**config.mk**
```make
export PLATFORM = sky130hd
export DESIGN_NAME = seg7_scan_ctrl_flat
export DESIGN_NICKNAME = d
export VERILOG_FILES = /design/src/rtl/seg7_scan_ctrl_if.sv /design/src/rtl/seg7_scan_ctrl.sv /design/src/flat_wrapper.sv
export SDC_FILE = /design/constraint.sdc
export NUM_CORES = 1
export LEC_CHECK = 0
export CORE_ASPECT_RATIO = 1.4
export CORE_MARGIN = 1
export CORE_UTILIZATION = 30
export CTS_BUF_LIST = sky130_fd_sc_hd__clkbuf_8
export DETAILED_ROUTE_END_ITERATION = 12
export HOLD_SLACK_MARGIN = 0.05
export PLACE_DENSITY = 0.51
export SETUP_SLACK_MARGIN = 0.5
export SLEW_MARGIN = 20
export SYNTH_ARGS = -nofsm -noshare
export SYNTH_HDL_FRONTEND = slang
export SYNTH_SLANG_ARGS = --single-unit
```
**constraint.sdc**
```tcl
create_clock -name i_clk -period 3 [get_ports i_clk]
set_clock_uncertainty 0.15 [all_clocks]
set_input_delay 0.6 -clock i_clk [delete_from_list [all_inputs] [get_ports i_clk]]
set_output_delay 0.6 -clock i_clk [all_outputs]
set_load 0.03 [all_outputs]
```
**src/rtl/seg7_scan_ctrl_if.sv**
```systemverilog
// Write port of the 7-segment scan controller.
//   wr_en   : 1-cycle write strobe, always accepted
//   wr_data : packed BCD digits, [3:0]=digit0 (LSD) .. [15:12]=digit3 (MSD)
//   dp      : decimal point per digit, bit n = digit n, sampled with wr_en
//   wr_ack  : 1-cycle pulse when a pending write is committed to the display
// master = value producer (counter/timer logic), slave = scan controller.
interface seg7_scan_ctrl_if;
  logic        wr_en;
  logic [15:0] wr_data;
  logic [3:0]  dp;
  logic        wr_ack;

  modport master (output wr_en, output wr_data, output dp, input wr_ack);
  modport slave  (input wr_en, input wr_data, input dp, output wr_ack);
endinterface

```
**src/rtl/seg7_scan_ctrl.sv**
```systemverilog
// Time-multiplexed scan scheduler for a 4-digit common-anode 7-segment display.
// A written BCD value is held pending and committed only at frame start, so
// all four digits of one frame always come from the same write. Each digit
// slot starts with a blanking gap (all digits off) to avoid ghosting.
// Ports:
//   i_clk   : system clock
//   i_rst_n : asynchronous active-low reset
//   wr_if   : write port (slave side), see seg7_scan_ctrl_if
//   i_lz_en : leading-zero suppression enable (level, sampled live)
//   o_seg   : segments {a,b,c,d,e,f,g,dp}, active-high, registered
//   o_dig   : digit enables, active-low, bit n = digit n, registered
module seg7_scan_ctrl #(
  parameter int unsigned TICK_CYCLES  = 27_000,
  parameter int unsigned BLANK_CYCLES = 270
) (
  input  logic               i_clk,
  input  logic               i_rst_n,
  seg7_scan_ctrl_if.slave    wr_if,
  input  logic               i_lz_en,
  output logic [7:0]         o_seg,
  output logic [3:0]         o_dig
);

  localparam int unsigned CW = (TICK_CYCLES > 1) ? $clog2(TICK_CYCLES) : 1;
  localparam logic [CW-1:0] CYC_LAST     = CW'(TICK_CYCLES - 1);
  localparam logic [CW-1:0] CYC_BLK_LAST = CW'(BLANK_CYCLES - 1);

  localparam logic [0:0] ST_BLANK = 1'b0;
  localparam logic [0:0] ST_SHOW  = 1'b1;

  logic [CW-1:0] cyc_q, cyc_d;
  logic [1:0]    slot_q, slot_d;
  logic [0:0]    state_q, state_d;
  logic [15:0]   disp_q, disp_d;
  logic [3:0]    disp_dp_q, disp_dp_d;
  logic [15:0]   pend_q, pend_d;
  logic [3:0]    pend_dp_q, pend_dp_d;
  logic          pend_vld_q, pend_vld_d;
  logic          ack_q, ack_d;
  logic [7:0]    seg_q, seg_d;
  logic [3:0]    dig_q, dig_d;

  logic          slot_end;
  logic          commit;
  logic [3:0]    digit;
  logic          suppress;

  function automatic logic [7:0] seg_decode(input logic [3:0] n);
    logic [7:0] s;
    case (n)
      4'd0:    s = 8'hFC;
      4'd1:    s = 8'h60;
      4'd2:    s = 8'hDA;
      4'd3:    s = 8'hF2;
      4'd4:    s = 8'h66;
      4'd5:    s = 8'hB6;
      4'd6:    s = 8'hBE;
      4'd7:    s = 8'hE0;
      4'd8:    s = 8'hFE;
      4'd9:    s = 8'hF6;
      default: s = 8'h02;  // non-BCD nibble shows '-'
    endcase
    return s;
  endfunction

  // Scan timing and frame-start commit.
  // state_q is SHOW exactly while cyc_q >= BLANK_CYCLES; it is loaded one
  // cycle early so it lines up with cyc_q.
  always_comb begin
    slot_end = (cyc_q == CYC_LAST);
    commit   = slot_end && (slot_q == 2'd3) && pend_vld_q;

    cyc_d  = slot_end ? '0 : cyc_q + 1'b1;
    slot_d = slot_end ? slot_q + 2'd1 : slot_q;

    state_d = state_q;
    if (slot_end)
      state_d = ST_BLANK;
    else if (cyc_q == CYC_BLK_LAST)
      state_d = ST_SHOW;

    // Commit takes the value pending before this edge; a write landing on
    // the same cycle stays pending for the next frame.
    disp_d    = commit ? pend_q    : disp_q;
    disp_dp_d = commit ? pend_dp_q : disp_dp_q;
    ack_d     = commit;

    pend_d     = wr_if.wr_en ? wr_if.wr_data : pend_q;
    pend_dp_d  = wr_if.wr_en ? wr_if.dp      : pend_dp_q;
    pend_vld_d = wr_if.wr_en ? 1'b1 : (commit ? 1'b0 : pend_vld_q);
  end

  // Output decode for the current slot, registered below.
  always_comb begin
    digit = disp_q[{slot_q, 2'b00} +: 4];

    // A digit is a leading zero when it and every higher digit are zero.
    case (slot_q)
      2'd3:    suppress = (disp_q[15:12] == 4'd0);
      2'd2:    suppress = (disp_q[15:8]  == 8'd0);
      2'd1:    suppress = (disp_q[15:4]  == 12'd0);
      default: suppress = 1'b0;
    endcase
    suppress = suppress && i_lz_en;

    seg_d = '0;
    dig_d = '1;
    if ((state_q == ST_SHOW) && !suppress) begin
      dig_d = ~(4'b0001 << slot_q);
      seg_d = seg_decode(digit) | {7'b0, disp_dp_q[slot_q]};
    end
  end

  always_ff @(posedge i_clk or negedge i_rst_n) begin
    if (!i_rst_n) begin
      cyc_q      <= '0;
      slot_q     <= '0;
      state_q    <= ST_BLANK;
      disp_q     <= '0;
      disp_dp_q  <= '0;
      pend_q     <= '0;
      pend_dp_q  <= '0;
      pend_vld_q <= 1'b0;
      ack_q      <= 1'b0;
      seg_q      <= '0;
      dig_q      <= '1;
    end else begin
      cyc_q      <= cyc_d;
      slot_q     <= slot_d;
      state_q    <= state_d;
      disp_q     <= disp_d;
      disp_dp_q  <= disp_dp_d;
      pend_q     <= pend_d;
      pend_dp_q  <= pend_dp_d;
      pend_vld_q <= pend_vld_d;
      ack_q      <= ack_d;
      seg_q      <= seg_d;
      dig_q      <= dig_d;
    end
  end

  assign o_seg        = seg_q;
  assign o_dig        = dig_q;
  assign wr_if.wr_ack = ack_q;

endmodule

```
**src/flat_wrapper.sv**
```systemverilog
// flat-port wrapper written by rule: the top's interface ports become plain ports
module seg7_scan_ctrl_flat 
#(
  parameter int unsigned TICK_CYCLES  = 27_000,
  parameter int unsigned BLANK_CYCLES = 270
)
  (i_clk, i_rst_n, i_lz_en, o_seg, o_dig, wr_if_wr_en, wr_if_wr_data, wr_if_dp, wr_if_wr_ack);
  seg7_scan_ctrl_if wr_if_i ();
  input  logic i_clk;
  input  logic i_rst_n;
  input  logic i_lz_en;
  output logic [7:0] o_seg;
  output logic [3:0] o_dig;
  input wire logic [$bits(wr_if_i.wr_en)-1:0] wr_if_wr_en;
  input wire logic [$bits(wr_if_i.wr_data)-1:0] wr_if_wr_data;
  input wire logic [$bits(wr_if_i.dp)-1:0] wr_if_dp;
  output wire logic [$bits(wr_if_i.wr_ack)-1:0] wr_if_wr_ack;
  assign wr_if_i.wr_en = wr_if_wr_en;
  assign wr_if_i.wr_data = wr_if_wr_data;
  assign wr_if_i.dp = wr_if_dp;
  assign wr_if_wr_ack = wr_if_i.wr_ack;
  seg7_scan_ctrl #(.TICK_CYCLES(TICK_CYCLES), .BLANK_CYCLES(BLANK_CYCLES)) u_core (.i_clk(i_clk), .i_rst_n(i_rst_n), .wr_if(wr_if_i), .i_lz_en(i_lz_en), .o_seg(o_seg), .o_dig(o_dig));
endmodule
```
==> impl_metrics.toml, run 1 <==
[status]
status = "finished, final reports clean"

[power_and_ir_drop]
p_per_area_nw_per_um2 = 507
clockPowerShare = 0.466
p_leak_nw = 1.80
ir_drop_mv = 0.249
switching_share = 0.200
power_frac_seq = 0.492
internal_power_mw = 1.65
p_switching_mw = 0.411
power_frac_comb = 0.042

[global_routing]
grt_pass1_wl_um = 10300
antenna_found_initial = 0
grt_max_degree = 51
grt-ovfl-total = 0
grt_usage = 0.119
first_global_vias = 2053

[critical_path]
rrSetupSlack_ns = 0.62
timing.rr.start = "u_core.slot_q[1]$_DFFE_PN0N_"
cp-end-kind = "flip-flop"
cp_max_fo = 8
criticalPathCategory = "reg2reg"
reg2reg_to = "u_core.o_seg[2]$_DFF_PN0_"
start_kind = "flip-flop"
crit_arrival_ns = 2.50
crit_start = "u_core.slot_q[1]$_DFFE_PN0N_"
cp_data_required_time_ns = 3.12
worst_r2r_path_depth = 6

[sta]
finalMaxSlewViolations = 0
min_period_over_period = 0.792
timing.setup.tns_ns = 0
setup_viol = 0
hold_ws_ns = 0.0759
max-slew-margin-rel = 0.616
worst_slew_pin_slew_ns = 0.571
grt_setup_unrepaired = "false"
hold_viol = 0
min_period_ns = 2.38
fmax_mhz = 421

[final_layout]
drive_gt1_frac = 0.249
syn_to_final_growth_pct = 25.2
final_net_count = 333
finalNonFillerCells = 439
multi_input_area_sq_um = 1360
nFillCells = 1042
antenna_cells = 0
final-seq-area_sq_um = 1810

[floorplan]
coreArea_sq_um = 10500
die_h_um = 125
design.portCount = 37
dieArea_sq_um = 11200
initial_utilization = 0.310
die_w_um = 89.8
num_rows = 44

[logic_synthesis]
synth_cell_types = 43
ys_warn_count = 0
synth_area_sq_um = 3240
ys_ff_latch = 72
synthArstFlopShare = 1.00
syn_nets = 285
synth.top_cell.area_share = 0.525
yosysTopAreaCell = "dfrtp_1"
synth-main-ff-cell = "dfrtp_1"
yosysSeqAreaShare = 0.558
synth_top_cells_by_area = "dfrtp_1 (53%), mux2_2 (13%), ha_1 (5.0%), dfstp_2 (3.2%), xnor2_1 (3.2%)"
synth_enable_flop_cells = 0
avgSynthCellArea_sq_um = 13.1
syn_inst = 248

[routing]
routedWlPerCell_um = 13.8
viasPerCell = 4.57
num_vias = 2007
totalWireLength_um = 6070
drc = 0
drt-initial-drc-count = 62
dr.pass1.iters = 4
ant_nets = 0

[place]
placed_cells = 419
gp_congestion = 0.790
numPortBuffers = 36
dp_hpwl_um = 4500

[clocking]
ctsResizeCount = 0
cts_tree = "built"
cts_max_path_buffers = 2
cts_sinks = 72
clkSlewWorstSetupHoldPaths_ns = 0.08
cts_made_buffers = 9
root_buffer = "clkbuf_8"
cts_htree_levels = 3
insertion_delay_ns = 0.35

[job]
max_cap_viol_count = 0

[worst_hold_path]
hold_path.class = "in2async"
area by class of cell:
type                       instances  share of cell area
clock buffer                      11              0.0373
timing repair buffer              44               0.106
clock inverter                     5              0.0253
sequential                        72               0.446
tap                              138              0.0426
multi-input combinational        160               0.335
inverter                           9             0.00833
cell families after synthesis:
group	Yosys count	synth area share
AOI/OAI and AO/OA	23	0.0452
and+or+nand+nor	65	0.109
buffers and inverters	16	0.0224
adders and majority gates	13	0.0502
muxes	45	0.177
DFF	72	0.558
xor gates and xnor gates	14	0.0379
placed cells by master (no fill, tap or decap), drive strengths merged, types with 7 or more instances in the layout:
| cell type | netlist | final |
|---|---|---|
| nor2 | 17 | 17 |
| buf | 5 | 9 |
| nand2 | 10 | 10 |
| dfrtp | 68 | 68 |
| ha | 13 | 13 |
| clkbuf | 2 | 11 |
| xnor2 | 12 | 12 |
| inv | 9 | 9 |
| a21oi | 7 | 7 |
| nand3 | 8 | 8 |
| clkdlybuf4s50 | 0 | 35 |
| mux2 | 40 | 40 |
worst max-delay path, cell delays in order, from the launching register on:
cell and delay (ns):
dfrtp_1 0.53, mux4_1 0.72, inv_1 0.17, ha_1 0.19, nor2_1 0.05, or3b_1 0.36, a22oi_2 0.14
registers in the layout, summed over array words and instances (netlist names):
signal,flops
u_core.cyc_q,15
u_core.o_seg,8
u_core.pend_vld_q,1
u_core.pend_q,16
u_core.pend_dp_q,4
u_core.disp_dp_q,4
u_core.wr_if.wr_ack,1
u_core.slot_q,2
u_core.o_dig,4
u_core.disp_q,16
u_core.state_q,1
synthesized netlist by cell type, drive strengths merged, types with 5 or more instances:
cell / number
nor2: 17
xnor2: 12
nand3: 8
inv: 9
mux2: 40
mux4: 5
nor4: 6
nand2: 10
o21ai: 6
buf: 5
ha: 13
a21oi: 7
dfrtp: 68
nor3: 5
nand4: 6
metal layers:
metal | global-route usage | up-vias | part of all wire
li1 | - | 977 | -
met1 | 0.138 | 994 | 0.44
met2 | 0.199 | 29 | 0.51
met3 | 0.0395 | 7 | 0.034
met4 | 0.0579 | 0 | 0.020
met5 | 0 | - | 0
timing repair:
| action | CTS | global route |
|---|---|---|
| setup buffers | 0 | 4 |
| endpoints found under the setup margin | 0 | 14 |
| hold buffers | 0 | 0 |
per-stage QoR:
| stage | worst slack [ns] | total power [mW] | area (sq um) | utilization |
|---|---|---|---|---|
| after global placement | 0.664 | 1.12 | 3770 | 0.361 |
| final | 0.624 | 2.06 | 4060 | 0.388 |
| after global routing | 0.510 | 2.14 | 4060 | 0.388 |
| after floorplan | 0.820 | 1.06 | 3240 | - |
| after CTS | 0.590 | 2.10 | 4030 | 0.385 |
| after detailed placement | 0.615 | 1.12 | 3770 | 0.361 |
power by group through the flow:
stage	Clock [mW]	Sequential (mW)	Combinational, mW
6_report	0.958	1.01	0.0861
5_1_grt	1.03	1.02	0.0959
4_1_cts	0.991	1.01	0.0900
3_5_place_dp	0	1.03	0.0898
3_3_place_gp	0	1.03	0.0879
2_1_floorplan	0	1.02	0.0324
how the worst max path moves through the flow:
stage	end	depth (start not counted)	slack, ns
after floorplan	u_core.o_seg[2]$_DFF_PN0_	7	0.82
after global placement	u_core.o_seg[2]$_DFF_PN0_	6	0.66
after detailed placement	u_core.disp_q[4]$_DFFE_PN0P_	6	0.62
after CTS	u_core.disp_q[4]$_DFFE_PN0P_	6	0.59
after global routing	u_core.o_seg[2]$_DFF_PN0_	6	0.51
final	u_core.o_seg[2]$_DFF_PN0_	6	0.62
(Power assumes the default switching activity.)
==> run 2, diff against run 1 <==
Settings changed: PLACE_DENSITY 0.51 to 0.53.
Clock period 3 ns to 2.1 ns, I/O delays scaled along.
==> run 2 against run 1 <==
Net effect:
- non-clock buffer count increased by 27
- setup slack got worse by 0.54 ns
- hold slack improved by 0.28 ns
- combinational power increased by 52%
- global-route usage increased by 1.4 points
- sequential cell count unchanged
- largest power group unchanged
- highest routed layer unchanged
==> impl_metrics.toml, run 2 (synthesis results as in run 1) <==
[status]
status = "finished, final reports clean"

[place]
dp_hpwl_um = 4590
pre_cts_ws_ns = 0.0759
numPortBuffers = 36
gp_congestion = 0.797
post_dp_cell_area_sq_um = 3850

[power_and_ir_drop]
p_leak_nw = 1.99
p_per_area_nw_per_um2 = 639
ir_drop_mv = 0.350

[critical_path]
cpPeakStageDelay_ns = 0.60
rrSetupSlack_ns = 0.08
worst_r2r_path_depth = 6
timing.rr.start = "u_core.slot_q[1]$_DFFE_PN0N_"
critical-path-slowest-cell = "mux4_2"
criticalPathCategory = "reg2reg"
cp_data_required_time_ns = 2.22
crit_arrival_ns = 2.14
start_kind = "flip-flop"
reg2reg_to = "u_core.o_seg[2]$_DFF_PN0_"
cp_max_fo = 4
crit_chain = "mux4_2 > inv_4 > ha_4 > nor2_1 > or3b_1 > a22oi_2"
cp-end-kind = "flip-flop"

[routing]
num_vias = 2216
totalWireLength_um = 7220
drt-initial-drc-count = 68
viasPerCell = 4.75
drc = 0
routedWlPerCell_um = 15.5
ant_nets = 0
dr.pass1.iters = 2

[global_routing]
grt-ovfl-total = 0
first_global_vias = 2306
grt_pass1_wl_um = 11600
grt_usage = 0.133
grt_max_degree = 73
antenna_found_initial = 0

[sta]
timing.setup.tns_ns = 0
hold_ws_ns = 0.355
hold_viol = 0
min_period_ns = 2.02
worst_slew_pin_slew_ns = 0.396
setup_viol = 0
fmax_mhz = 496
grt_setup_unrepaired = "true"
finalMaxSlewViolations = 0
max-slew-margin-rel = 0.736
setup_ws_ns = 0.0820
min_period_over_period = 0.961

[final_layout]
nFillCells = 972
syn_to_final_growth_pct = 42.1
layout_commonest_cell = "dfrtp_1"
final-seq-area_sq_um = 1810
final_net_count = 361
drive_gt1_frac = 0.508
multi_input_area_sq_um = 1640
final_cell_mix = "dfrtp_1 (66), mux2_2 (37), buf_4 (25)"
stdcell_area_sq_um = 4600
antenna_cells = 0
top_regs = "u_core.disp_q (16), u_core.pend_q (16), u_core.cyc_q (15)"

[clocking]
insertion_delay_ns = 0.34
cts_sinks = 72
cts_made_buffers = 9
root_buffer = "clkbuf_8"
cts_tree = "built"
cts_max_path_buffers = 2
cts_htree_levels = 3
clkSlewWorstSetupHoldPaths_ns = 0.08

[worst_hold_path]
min_path_cells = 1
hp-start = "u_core.pend_q[6]$_DFFE_PN0P_"
holdPathEnd = "u_core.disp_q[6]$_DFFE_PN0P_"
hold_path.class = "reg2reg"

[floorplan]
design.portCount = 37
dieArea_sq_um = 11200
coreArea_sq_um = 10500
die_w_um = 89.8
num_rows = 44
initial_utilization = 0.310
die_h_um = 125

[job]
max_cap_viol_count = 0
-- run 2: through the flow --
step / total power, mW / util / std cells
2_1_floorplan: 1.51 / - / 248
3_3_place_gp: 1.61 / 0.368 / 424
3_5_place_dp: 1.61 / 0.368 / 424
4_1_cts: 2.98 / 0.414 / 455
5_1_grt: 3.06 / 0.440 / 467
6_report: 2.94 / 0.440 / 467
-- run 2: worst max-delay path, delay by kind of cell, from the launching register on --
family	cells	cell delay, ns
multiplexers	1	0.60
flip-flops	1	0.43
AND/OR/NAND/NOR	2	0.41
adder cells (fa/ha/maj)	1	0.13
AO/OA/AOI/OAI	1	0.12
buffers and inverters	1	0.10
-- run 2: layer usage --
layer / global-route usage / up-vias / wire length (um)
met3: 0.0262 / 18 / 198
met4: 0.0723 / 0 / 188
li1: - / 1031 / -
met2: 0.238 / 34 / 4060
met5: 0 / - / 0
met1: 0.148 / 1133 / 2760
-- run 2: how the worst max path moves through the flow --
stage | start | endpoint | slack [ns] | cells after the start
finish | u_core.slot_q[1]$_DFFE_PN0N_ | u_core.o_seg[2]$_DFF_PN0_ | 0.08 | 6
global route | u_core.slot_q[1]$_DFFE_PN0N_ | u_core.o_seg[4]$_DFF_PN0_ | 0.02 | 7
CTS | u_core.slot_q[1]$_DFFE_PN0N_ | u_core.o_seg[2]$_DFF_PN0_ | 0.09 | 6
detailed placement | u_core.slot_q[1]$_DFFE_PN0N_ | u_core.o_seg[2]$_DFF_PN0_ | 0.08 | 6
global placement | u_core.slot_q[1]$_DFFE_PN0N_ | u_core.o_seg[2]$_DFF_PN0_ | 0.13 | 6
floorplan | u_core.slot_q[1]$_DFFE_PN0N_ | u_core.o_seg[2]$_DFF_PN0_ | 0.06 | 7
-- run 2: repair_timing --
action / 4_1_cts / 5_1_grt
hold endpoints to repair: 68 / 0
setup buffers: 12 / 12
hold buffers: 1 / 0
cloned: 2 / 0
resized for setup: 76 / 52
endpoints found under the setup margin: 58 / 50
pin swaps: 8 / 26
-- run 2: final cells by class --
cell class	instances	area share
clock buffer	11	0.0329
clock inverter	5	0.0223
timing repair buffer	71	0.150
sequential	72	0.393
multi-input combinational	161	0.356
inverter	9	0.00842
tap	138	0.0375
-- run 2: power breakdown --
part           leakage [nW]  internal [mW]  switching (mW)
Clock                 0.126          0.852           0.515
Sequential            0.924           1.42          0.0213
Combinational         0.937         0.0794          0.0512
==> run 3, diff against run 2 <==
Settings changed: TNS_END_PERCENT set to 1.
==> run 3 against run 2 <==
Net effect:
- combinational power about the same
- register-to-register slack improved by 0.02 ns
- critical path depth decreased by 1
- die area unchanged
- global-route usage decreased by 0.86 points
- cell area decreased by 9.9%
- highest routed layer unchanged
- sequential power about the same
- sequential share of layout area increased by 4.3 points
- count of clock-buffer cells in the layout increased by 1
- first-iteration DRC count decreased by 2.9%
- sequential cell count unchanged
- total power decreased by 4.2%
==> impl_metrics.toml, run 3 (synthesis results as in run 1) <==
[clocking]
cts_tree = "built"
clkSlewWorstSetupHoldPaths_ns = 0.07
insertion_delay_ns = 0.34
cts_htree_levels = 3
root_buffer = "clkbuf_8"
cts_sinks = 72
cts_max_path_buffers = 2
cts_made_buffers = 9

[critical_path]
cp_max_fo = 6
cp_data_required_time_ns = 2.22
start_kind = "flip-flop"
cp-end-kind = "flip-flop"
worst_r2r_path_depth = 5
criticalPathCategory = "reg2reg"
crit_arrival_ns = 2.12

[worst_hold_path]
min_path_cells = 1
hold_path.class = "reg2reg"

[place]
numPortBuffers = 36
placed_cells = 426
gp_congestion = 0.754
post_dp_cell_area_sq_um = 3840
dp_hpwl_um = 4550

[global_routing]
grt-busiest-layer = "met2"
grt_pass1_wl_um = 10700
grt_use_met3 = 0.0316
grt_max_degree = 73
antenna_found_initial = 0
grt_util_met2 = 0.224
grt_util_met1 = 0.133
grt-ovfl-total = 0
first_global_vias = 2212
grt_usage = 0.125

[final_layout]
drive_gt1_frac = 0.288
stdcell_area_sq_um = 4150
final_cell_mix = "dfrtp_1 (68), mux2_2 (38), clkdlybuf4s50_1 (31)"
syn_to_final_growth_pct = 28.0
antenna_cells = 0
finalNonFillerCells = 450
layout_commonest_cell = "dfrtp_1"
top_regs = "u_core.disp_q (16), u_core.pend_q (16), u_core.cyc_q (15)"
final_net_count = 344

[sta]
timing.setup.tns_ns = 0
min_period_over_period = 0.951
setup_viol = 0
finalMaxSlewViolations = 0
fmax_mhz = 500
min_period_ns = 2.00
grt_setup_unrepaired = "true"
worst_slew_pin_slew_ns = 0.387
max-slew-margin-rel = 0.742
hold_ws_ns = 0.350
hold_viol = 0

[routing]
num_vias = 2040
drc = 0
totalWireLength_um = 6390
ant_nets = 0
viasPerCell = 4.53
drt-initial-drc-count = 66
routedWlPerCell_um = 14.2
dr.pass1.iters = 4

[power_and_ir_drop]
p_leak_nw = 1.84
ir_drop_mv = 0.253
p_per_area_nw_per_um2 = 680

[floorplan]
coreArea_sq_um = 10500
dieArea_sq_um = 11200
die_h_um = 125
design.portCount = 37
num_rows = 44
die_w_um = 89.8
initial_utilization = 0.310

[status]
status = "finished, final reports clean"

[job]
max_cap_viol_count = 0
## run 3: cell count changes in the layout (fill, tap and decap cells not counted), moves of 4 or more
cell	before	now
dlygate4sd2_1	0	4
clkdlybuf4s15_2	8	0
ha_1	7	11
nor2_2	6	0
nor2_1	8	17
buf_6	9	1
buf_4	25	15
clkdlybuf4s50_1	22	31
nand3_1	3	8
o21ai_0	1	5
## run 3: cell type report
type | instances | area, sq um
Timing Repair Buffer | 55 | 524
Tap cell | 138 | 173
Fill cell | 1018 | 6310
Inverter | 9 | 38.8
Sequential cell | 72 | 1810
Clock buffer | 12 | 165
Multi-Input combinational cell | 160 | 1370
Clock inverter | 4 | 67.6
## run 3: per-layer routing
metal	wire [um]	vias to the layer above
met2	3530	37
met1	2520	1003
met4	136	0
met5	0	-
met3	206	6
li1	-	994
## run 3: critical path, stage by stage (launching register included)
cell and delay, ns:
dfrtp_1 0.40, buf_4 0.18, mux4_2 0.59, nand2_2 0.11, or3b_1 0.36, a22oi_2 0.14
## run 3: path summary, 6_finish.rpt
| path | startpoint | end | slack (ns) |
|---|---|---|---|
| min in group asynchronous | i_rst_n | u_core.disp_q[4]$_DFFE_PN0P_ | 0.48 |
| min reg2reg | u_core.pend_q[12]$_DFFE_PN0P_ | u_core.disp_q[12]$_DFFE_PN0P_ | 0.35 |
| max | u_core.slot_q[1]$_DFFE_PN0N_ | u_core.o_seg[2]$_DFF_PN0_ | 0.10 |
| min | u_core.pend_q[12]$_DFFE_PN0P_ | u_core.disp_q[12]$_DFFE_PN0P_ | 0.35 |
| max in group asynchronous | i_rst_n | u_core.o_dig[1]$_DFF_PN1_ | 0.97 |
| max reg2reg | u_core.slot_q[1]$_DFFE_PN0N_ | u_core.o_seg[2]$_DFF_PN0_ | 0.10 |
## run 3: report_power, final
| group | internal, mW | total, mW | switching (mW) | leakage (nW) |
|---|---|---|---|---|
| combinational | 0.0793 | 0.129 | 0.0498 | 0.790 |
| clock | 0.758 | 1.24 | 0.485 | 0.125 |
| sequential | 1.43 | 1.45 | 0.0209 | 0.927 |
| total | 2.26 | 2.82 | 0.556 | 1.84 |
## run 3: timing repair
| action | in CTS | in global routing |
|---|---|---|
| hold buffers | 1 | 0 |
| gates cloned | 0 | 0 |
| setup endpoints to repair | 61 | 62 |
| pin swaps | 0 | 0 |
| setup buffers | 6 | 1 |
| resized for setup | 6 | 3 |
| hold endpoints to repair | 68 | 0 |
## run 3: per-stage QoR
step	util	power (mW)	worst slack, ns
2_1_floorplan	-	1.51	0.0585
5_1_grt	0.396	2.95	0.0288
6_report	0.396	2.82	0.102
3_5_place_dp	0.367	1.61	0.0837
3_3_place_gp	0.367	1.60	0.0985
4_1_cts	0.395	2.87	0.0923
